<file path="config.mk">
export PLATFORM = sky130hd
export DESIGN_NAME = vmem_controller_flat
export DESIGN_NICKNAME = d
export VERILOG_FILES = /design/src/rtl/vmem_controller_if.sv /design/src/rtl/vmem_controller.sv /design/src/flat_wrapper.sv
export SDC_FILE = /design/constraint.sdc
export NUM_CORES = 2
export LEC_CHECK = 0
export CORE_AREA = 10 10 413 415
export DETAILED_ROUTE_END_ITERATION = 8
export DIE_AREA = 0 0 423 425
export GPL_TIMING_DRIVEN = 0
export HOLD_SLACK_MARGIN = 0.05
export PLACE_DENSITY_LB_ADDON = 0.08
export SLEW_MARGIN = 20
export SYNTH_ARGS = -nofsm -noshare
export SYNTH_HDL_FRONTEND = slang
export SYNTH_SLANG_ARGS = --single-unit
export TNS_END_PERCENT = 50
</file>
<file path="constraint.sdc">
create_clock -name clk -period 5.5 [get_ports clk]
set_input_delay 0.825 -clock clk [delete_from_list [all_inputs] [get_ports clk]]
set_output_delay 0.825 -clock clk [all_outputs]
set_load 0.05 [all_outputs]
</file>
<file path="src/rtl/vmem_controller_if.sv">
// vmem_controller_if -- one requester's vector-access port on the vector
// memory controller. One instance is used for the vector core and one for
// the IO loader.
//
//   req   requester -> controller  access request, held until gnt
//   we    requester -> controller  1 = vector store, 0 = vector load
//   addr  requester -> controller  base word address
//   wd    requester -> controller  store data, lane i goes to addr+i
//   gnt   controller -> requester  one-cycle grant pulse
//   done  controller -> requester  one-cycle completion pulse
//   err   controller -> requester  one-cycle range-error pulse, with done
//   rd    controller -> requester  load result, held until the next load
interface vmem_controller_if #(
  parameter int WIDTH        = 24,
  parameter int VECTOR_WIDTH = 8
);
  logic                                req;
  logic                                we;
  logic [WIDTH-1:0]                    addr;
  logic [VECTOR_WIDTH-1:0][WIDTH-1:0]  wd;
  logic                                gnt;
  logic                                done;
  logic                                err;
  logic [VECTOR_WIDTH-1:0][WIDTH-1:0]  rd;

  modport master (output req, we, addr, wd, input gnt, done, err, rd);
  modport slave  (input req, we, addr, wd, output gnt, done, err, rd);
endinterface

</file>
<file path="src/rtl/vmem_controller.sv">
// vmem_controller -- arbitrates a vector core and an IO loader onto a single
// word-wide memory. A store writes a whole vector in one cycle; a load reads
// VECTOR_WIDTH consecutive words, one per cycle, and returns them as a vector.
//
//   clk, rst      clock (rising edge), synchronous active-high reset
//   cpu, io       requester ports (vmem_controller_if, slave side)
//   mem_we        memory write enable
//   mem_addr      memory address (held while idle)
//   mem_wd        memory vector write data
//   mem_rd        memory read word, valid one cycle after mem_addr
//   mem_start_io  high in every busy cycle while the IO loader owns memory
module vmem_controller #(
  parameter int WIDTH        = 24,
  parameter int VECTOR_WIDTH = 8,
  parameter int DEPTH        = 10000
) (
  input  logic                               clk,
  input  logic                               rst,
  vmem_controller_if.slave                   cpu,
  vmem_controller_if.slave                   io,
  output logic                               mem_we,
  output logic [WIDTH-1:0]                   mem_addr,
  output logic [VECTOR_WIDTH-1:0][WIDTH-1:0] mem_wd,
  input  logic [WIDTH-1:0]                   mem_rd,
  output logic                               mem_start_io
);

  localparam int KW = (VECTOR_WIDTH > 1) ? $clog2(VECTOR_WIDTH) : 1;
  localparam logic [KW-1:0]    LAST_K   = KW'(VECTOR_WIDTH - 1);
  localparam logic [WIDTH-1:0] MAX_BASE = WIDTH'(DEPTH - VECTOR_WIDTH);
  localparam logic OWN_CPU = 1'b0;
  localparam logic OWN_IO  = 1'b1;

  typedef enum logic [2:0] {IDLE, WRITE, READ, WAIT, DONE} state_t;

  state_t                             state;
  logic                               owner;
  logic                               last_owner;
  logic                               err_l;
  logic [KW-1:0]                      k;
  logic [WIDTH-1:0]                   base;
  logic [VECTOR_WIDTH-1:0][WIDTH-1:0] rbuf;

  logic                               pick_io;
  logic                               any_req;
  logic                               sel_we;
  logic [WIDTH-1:0]                   sel_addr;
  logic [VECTOR_WIDTH-1:0][WIDTH-1:0] sel_wd;
  logic [VECTOR_WIDTH-1:0][WIDTH-1:0] load_result;

  // Round-robin: a lone requester wins; on a tie the one that did not own
  // the memory last time wins.
  always_comb begin
    any_req = cpu.req | io.req;
    if (cpu.req && io.req) pick_io = (last_owner == OWN_CPU);
    else                   pick_io = io.req;
    sel_we   = pick_io ? io.we   : cpu.we;
    sel_addr = pick_io ? io.addr : cpu.addr;
    sel_wd   = pick_io ? io.wd   : cpu.wd;
  end

  // The last lane arrives on mem_rd during WAIT and is merged straight in.
  always_comb begin
    load_result = rbuf;
    load_result[VECTOR_WIDTH-1] = mem_rd;
  end

  always_ff @(posedge clk) begin
    if (rst) begin
      state        <= IDLE;
      owner        <= OWN_CPU;
      last_owner   <= OWN_IO;
      err_l        <= 1'b0;
      k            <= '0;
      base         <= '0;
      rbuf         <= '0;
      mem_we       <= 1'b0;
      mem_addr     <= '0;
      mem_wd       <= '0;
      mem_start_io <= 1'b0;
      cpu.gnt      <= 1'b0;
      cpu.done     <= 1'b0;
      cpu.err      <= 1'b0;
      cpu.rd       <= '0;
      io.gnt       <= 1'b0;
      io.done      <= 1'b0;
      io.err       <= 1'b0;
      io.rd        <= '0;
    end else begin
      cpu.gnt  <= 1'b0;
      cpu.done <= 1'b0;
      cpu.err  <= 1'b0;
      io.gnt   <= 1'b0;
      io.done  <= 1'b0;
      io.err   <= 1'b0;

      case (state)
        IDLE: begin
          if (any_req) begin
            owner        <= pick_io;
            last_owner   <= pick_io;
            mem_start_io <= pick_io;
            base         <= sel_addr;
            k            <= '0;
            if (pick_io) io.gnt  <= 1'b1;
            else         cpu.gnt <= 1'b1;
            // Out-of-range requests still get a grant cycle (spent in WAIT)
            // but never touch memory.
            if (sel_addr > MAX_BASE) begin
              err_l <= 1'b1;
              state <= WAIT;
            end else begin
              err_l    <= 1'b0;
              mem_addr <= sel_addr;
              if (sel_we) begin
                mem_we <= 1'b1;
                mem_wd <= sel_wd;
                state  <= WRITE;
              end else begin
                state <= READ;
              end
            end
          end
        end

        WRITE: begin
          mem_we <= 1'b0;
          state  <= DONE;
          if (owner == OWN_IO) io.done  <= 1'b1;
          else                 cpu.done <= 1'b1;
        end

        // Cycle k presents base+k; the word for address k-1 is on mem_rd now.
        READ: begin
          if (k != '0) rbuf[k - KW'(1)] <= mem_rd;
          if (k == LAST_K) begin
            state <= WAIT;
          end else begin
            k        <= k + KW'(1);
            mem_addr <= base + WIDTH'(k) + WIDTH'(1);
          end
        end

        WAIT: begin
          state <= DONE;
          if (owner == OWN_IO) begin
            io.done <= 1'b1;
            io.err  <= err_l;
            if (!err_l) io.rd <= load_result;
          end else begin
            cpu.done <= 1'b1;
            cpu.err  <= err_l;
            if (!err_l) cpu.rd <= load_result;
          end
        end

        DONE: begin
          state        <= IDLE;
          mem_start_io <= 1'b0;
        end

        default: state <= IDLE;
      endcase
    end
  end

endmodule

</file>
<file path="src/flat_wrapper.sv">
// flat-port wrapper written by rule: the top's interface ports become plain ports
module vmem_controller_flat 
#(
  parameter int WIDTH        = 24,
  parameter int VECTOR_WIDTH = 8,
  parameter int DEPTH        = 10000
)
  (clk, rst, mem_we, mem_addr, mem_wd, mem_rd, mem_start_io, cpu_req, cpu_we, cpu_addr, cpu_wd, cpu_gnt, cpu_done, cpu_err, cpu_rd, io_req, io_we, io_addr, io_wd, io_gnt, io_done, io_err, io_rd);
  vmem_controller_if #(.WIDTH(WIDTH), .VECTOR_WIDTH(VECTOR_WIDTH)) cpu_i ();
  vmem_controller_if #(.WIDTH(WIDTH), .VECTOR_WIDTH(VECTOR_WIDTH)) io_i ();
  input  logic clk;
  input  logic rst;
  output logic mem_we;
  output logic [WIDTH-1:0] mem_addr;
  output logic [VECTOR_WIDTH-1:0][WIDTH-1:0] mem_wd;
  input  logic [WIDTH-1:0] mem_rd;
  output logic mem_start_io;
  input wire logic [$bits(cpu_i.req)-1:0] cpu_req;
  input wire logic [$bits(cpu_i.we)-1:0] cpu_we;
  input wire logic [$bits(cpu_i.addr)-1:0] cpu_addr;
  input wire logic [$bits(cpu_i.wd)-1:0] cpu_wd;
  output wire logic [$bits(cpu_i.gnt)-1:0] cpu_gnt;
  output wire logic [$bits(cpu_i.done)-1:0] cpu_done;
  output wire logic [$bits(cpu_i.err)-1:0] cpu_err;
  output wire logic [$bits(cpu_i.rd)-1:0] cpu_rd;
  input wire logic [$bits(io_i.req)-1:0] io_req;
  input wire logic [$bits(io_i.we)-1:0] io_we;
  input wire logic [$bits(io_i.addr)-1:0] io_addr;
  input wire logic [$bits(io_i.wd)-1:0] io_wd;
  output wire logic [$bits(io_i.gnt)-1:0] io_gnt;
  output wire logic [$bits(io_i.done)-1:0] io_done;
  output wire logic [$bits(io_i.err)-1:0] io_err;
  output wire logic [$bits(io_i.rd)-1:0] io_rd;
  assign cpu_i.req = cpu_req;
  assign cpu_i.we = cpu_we;
  assign cpu_i.addr = cpu_addr;
  assign cpu_i.wd = cpu_wd;
  assign cpu_gnt = cpu_i.gnt;
  assign cpu_done = cpu_i.done;
  assign cpu_err = cpu_i.err;
  assign cpu_rd = cpu_i.rd;
  assign io_i.req = io_req;
  assign io_i.we = io_we;
  assign io_i.addr = io_addr;
  assign io_i.wd = io_wd;
  assign io_gnt = io_i.gnt;
  assign io_done = io_i.done;
  assign io_err = io_i.err;
  assign io_rd = io_i.rd;
  vmem_controller #(.WIDTH(WIDTH), .VECTOR_WIDTH(VECTOR_WIDTH), .DEPTH(DEPTH)) u_core (.clk(clk), .rst(rst), .cpu(cpu_i), .io(io_i), .mem_we(mem_we), .mem_addr(mem_addr), .mem_wd(mem_wd), .mem_rd(mem_rd), .mem_start_io(mem_start_io));
endmodule
</file>
After elaboration in Yosys (flattened, before gate mapping)
Index checks and enable logic that the tools add are counted.

word-level totals
  register bits = 833
  bits of input ports = 462
  output and inout bits = 608
  logic and storage cells = 125

cells by class
  $add $sub $neg = 4
  magnitude comparators = 3
  equality and inequality tests = 10
  multiplexer cells = 30
  bitwise operators = 9
  reduce and logical (&&, ||, !) cells = 22

operators with widths
  operator               number
  $bwmux 192             1
  $mux 192               1
  $mux 24                5
  $demux 24 s3           1
  $pmux 24 s2            1
  $add 24x1->24 const B  1
  $add 24x3->24          1
  $gt 24x14->1 const B   1
  $mux 3                 5
  $reduce_and 4->1       3
  $mux 1                 11
  $pmux 3 s3             1
  $reduce_and 3->1       3
  $reduce_or 3->1        3
  $not 1->1              8
  $reduce_and 2->1       4
  $eq 3x2->1 const B     2
  $eq 3x3->1 const B     2
  $ne 2x1->1 const B     3
  $pmux 3 s2             1
  $reduce_bool 2->1      3
  $lt 3x4->1 const B     1
  $ne 2x2->1 const B     2
  $pmux 1 s2             2
  10 further kinds       12

Logic depth before layout (Yosys ltp)
  depth in word-level cells = 7
  gate-level depth with buffers = 11
  gate-level depth less buffers = 10

Least setup slack after synthesis
Ideal clock, no wire load.

  path kind = in2reg
  start = input port io_addr[5]
  end = register u_core.mem_wd[51] in the netlist's numbering
  library setup time = 0.138 ns
  arrival time = 2.616 ns
  data required time = 5.362 ns
  setup slack = 2.747 ns
  stages = 7
  path buffers = 2
  cell sequence = or4_1 o2111ai_1 o21ai_1 nor4_4 buf_2 clkbuf_1 a211oi_1

on the way
  longest elaborated chain between the ends = 4

RTL lines
  item                        RTL line                source
  start: declaration          flat_wrapper.sv:28      input wire logic [$bits(io_i.addr)-1:0] io_addr;
  $mux 24                     vmem_controller.sv:58   sel_addr = pick_io ? io.addr : cpu.addr;
  $gt 24x14->1                vmem_controller.sv:109  if (sel_addr > MAX_BASE) begin
  $not 1->1 (no line)         n/a
  $reduce_and 4->1 (no line)  n/a
  end signal: assignment      vmem_controller.sv:117  mem_wd <= sel_wd;
  end: declaration            vmem_controller.sv:23   output logic [VECTOR_WIDTH-1:0][WIDTH-1:0] mem_wd,

Every way passes these cells.
A chain may end at the register's enable or synchronous reset.

Final worst setup path
  start = input port io_req
  end = register u_core.mem_wd[5] in the netlist's numbering

on the way
  longest elaborated chain between the ends = 6
  elaborated cells on any way between the ends = 9
  those cells by class = order compare (1); mux (4); bitwise (2); reduce/logical (2)

RTL lines
  item                        RTL line                source
  start: declaration          flat_wrapper.sv:26      input wire logic [$bits(io_i.req)-1:0] io_req;
  $logic_and 1x1->1           vmem_controller.sv:55   if (cpu.req && io.req) pick_io = (last_owner == OWN_CPU);
  $mux 1                      vmem_controller.sv:55
  $mux 24                     vmem_controller.sv:58
  $gt 24x14->1                vmem_controller.sv:109
  $not 1->1 (no line)         n/a
  $reduce_and 4->1 (no line)  n/a

Parallel ways exist; a longest one is shown, timed or not.

==> flow_summary.toml <==
[setup_path]
cp_slowest_stage_delay_ns = 0.76
path_buf_inv = 3
r2r-start = "u_core.state[2]"
critPathKind = "input pin to register"
critPathMaxFanout = 10
path_delay_family = "buffers and inverters"
endpoint_kind = "register"
worst_ep_arrival_time_ns = 4.40
path_cells = "clkdlybuf4s50_1 > a21boi_1 > or4_1 > o21ai_1 > nor4_4 > clkbuf_1 > buf_2 > a211oi_1"
cp.required_ns = 6.05
startpoint = "io_req"
crit_slowest_cell = "nor4_4"
crit_path_start_kind = "input pin"
r2r_slack_ns = 2.03

[placed_design]
dp_hpwl_microns = 154600
place.gp.congestion = 0.8393
placed_cell_area_sq_um = 44180
port_buffers = 1044

[route]
first_iter_violations = 1665
firstDrtPassIters = 6
ant_nets = 0
drc = 0
vias = 30285
post_drt_wl_per_cell_microns = 26.99
viasPerCell = 4.279
drt-total-wl_microns = 191000

[clock_network]
clockBufferDepth = 3
clock-sinks = 809
cts_resized = 0
clock_latency_ns = 0.71
cts_post_setup_buffers_inserted = 0
clkTransAtPathRegs_ns = 0.06
cts_tree = "yes"
numCtsBuffers = 100
cts_root_buf = "clkbuf_16"
cts-htree-levels = 3
cts_hold_buf = 0

[power]
p_total_mw = 13.96
p_comb_frac = 0.102
power.switching_mw = 3.691
powerDensity_nw_per_um2 = 294.6
p_leak_nw = 16.59
clkPwrFrac = 0.470
ir_worst_vdd_uv = 238.4
switching_share = 0.2645
p_seq_frac = 0.429
p_int_mw = 10.27

[floorplan]
placementRows = 148
die_w_microns = 423
die_h_microns = 425
start_util = 0.1892
boundaryPins = 1070
core_area_sq_um = 162000
dieArea_sq_um = 179800

[synthesis]
async_flop_share = 0
synth_area_sq_um = 30650
synth_ff_type = "dfxtp_1"
synth_cells = 3658
ys_seq_area_frac = 0.5284
yosys_warnings = 0
synth_cell_types = 50
ys_ff_latch = 809
post-synth-top-count-cell = "nand2_1"
synth_area_per_cell_sq_um = 8.379
synth_top_area_cell = "dfxtp_1"
synth_top_area_frac = 0.5284
synth_commonest_cells = "nand2_1, dfxtp_1, a21oi_1"
synth_area_leaders = "dfxtp_1, nand2_1, a21oi_1"
synth_edf_count = 0
syn_nets = 4128

[job]
drv_cap = 0

[hold_path]
hold_path_startpoint = "u_core.load_result[1]"
worstHoldPathType = "register to register"

[grt]
first_global_vias = 30443
grt.total_usage = 0.2011
grt_pass1_wl_microns = 256700
grt_overflow = 0
grt_max_degree = 14
grt_antenna_before_repair = 54

[cells_and_area]
drive_gt1_frac = 0.04885
stdcell_area_sq_um = 47380
nNetsFinal = 5286
fin_util = 0.2924
syn2layout_area_growth_pct = 54.58

[sta]
finalSetupViolations = 0
grt_setup_unrepaired = "false"
tns_ns = 0
post-route-period-util = 0.7007
post-route-min-period_ns = 3.854
hold_viol = 0
drv_slew = 0
tightest_slew_ns = 1.073
clock.fmax_mhz = 259.5
clock_skew_ns = 0.03327
slew_headroom = 0.2846

[outcome]
status = "finished, final reports clean"
## path summary, 6_finish.rpt
path                            cells past startpoint          endpoint
worst max register to register                      6  u_core.mem_wd[5]
worst max-delay path                                8  u_core.mem_wd[5]
worst min register to register                      2   u_core.io.rd[1]
worst min-delay path                                2   u_core.io.rd[1]
## through the flow
| step | cells | hold slack [ns] | setup WS (ns) |
|---|---|---|---|
| after floorplan | 3658 | 0.4448 | 2.747 |
| after global placement | 6877 | 0.4413 | 0.8805 |
| after detailed placement | 6889 | 0.4462 | 0.8535 |
| after CTS | 7068 | 0.4370 | 1.633 |
| after global routing | 7071 | 0.4678 | 1.441 |
| final | 7077 | 0.4486 | 1.646 |
## final cells by class
type / count / area, sq um
clock buffer: 154 / 2915
buffer: 314 / 1270
inverter: 6 / 22.52
antenna: 9 / 22.52
multi-input combinational: 2529 / 13220
clock inverter: 25 / 259.0
tap: 2175 / 2721
sequential: 809 / 16200
fill: 17634 / 114700
timing repair buffer: 1056 / 10750
## routing by layer
metal  wire length (microns)  vias up  global-route usage
li1                        -    14660                   -
met1                   71900    14472              0.2144
met2                  103500      865              0.3910
met3                   10030      252             0.04581
met4                    5392       36             0.05584
met5                     217        -                   0
## worst reg2reg max path: stages, from the launching register on
cell and delay, ns:
dfxtp_1 0.36, nor3_1 0.42, o21ai_1 0.43, nor4_4 0.87, clkbuf_1 0.71, buf_2 0.41
a211oi_1 0.12
## power by group through the flow
| stage | clock network (mW) | registers (mW) | logic, mW |
|---|---|---|---|
| after floorplan | 0 | 6.19 | 0.519 |
| after global placement | 0 | 6.11 | 1.42 |
| after detailed placement | 0 | 6.11 | 1.45 |
| after CTS | 6.79 | 5.98 | 1.45 |
| after global routing | 6.99 | 5.99 | 1.51 |
| final | 6.56 | 5.98 | 1.42 |
## flip-flops by register name, indices dropped and copies added (netlist names), 3 cells and up
register,count
u_core.k,3
u_core.load_result,168
u_core.cpu.rd,192
u_core.mem_wd,192
u_core.state,3
u_core.base,24
u_core.mem_addr,24
u_core.io.rd,192
## logic make-up (layout without fill, tap and decap cells)
kind of cell,after synthesis,count (layout),share of synthesized area
compound gates,802,802,0.1527
xor+xnor,19,19,0.005429
fa+ha+maj,8,8,0.003511
buf+inv,320,1555,0.04070
flops,809,809,0.5284
mux,262,262,0.08561
other cells,0,9,0
simple gates,1438,1438,0.1837
## cell usage in the layout, fill, tap and decap left out, types with 4 or more instances in the layout
cell and count:
a211oi_1 212, a21oi_1 533, a311oi_1 7, and2_1 7
and3_1 10, and4_1 4, buf_1 6, buf_16 10
buf_2 38, clkbuf_1 268, clkbuf_16 100, clkbuf_2 35
clkbuf_8 21, clkdlybuf4s50_1 1044, clkinv_2 14, dfxtp_1 809
diode_2 9, ha_1 7, inv_1 6, mux2i_1 261
nand2_1 1055, nand3_1 21, nand4_1 15, nor2_1 287
nor3_1 16, nor4_1 5, o21ai_0 19, o221ai_1 6
or4_1 4, xnor2_1 9, xor2_1 10
(Power assumes the default switching activity.)
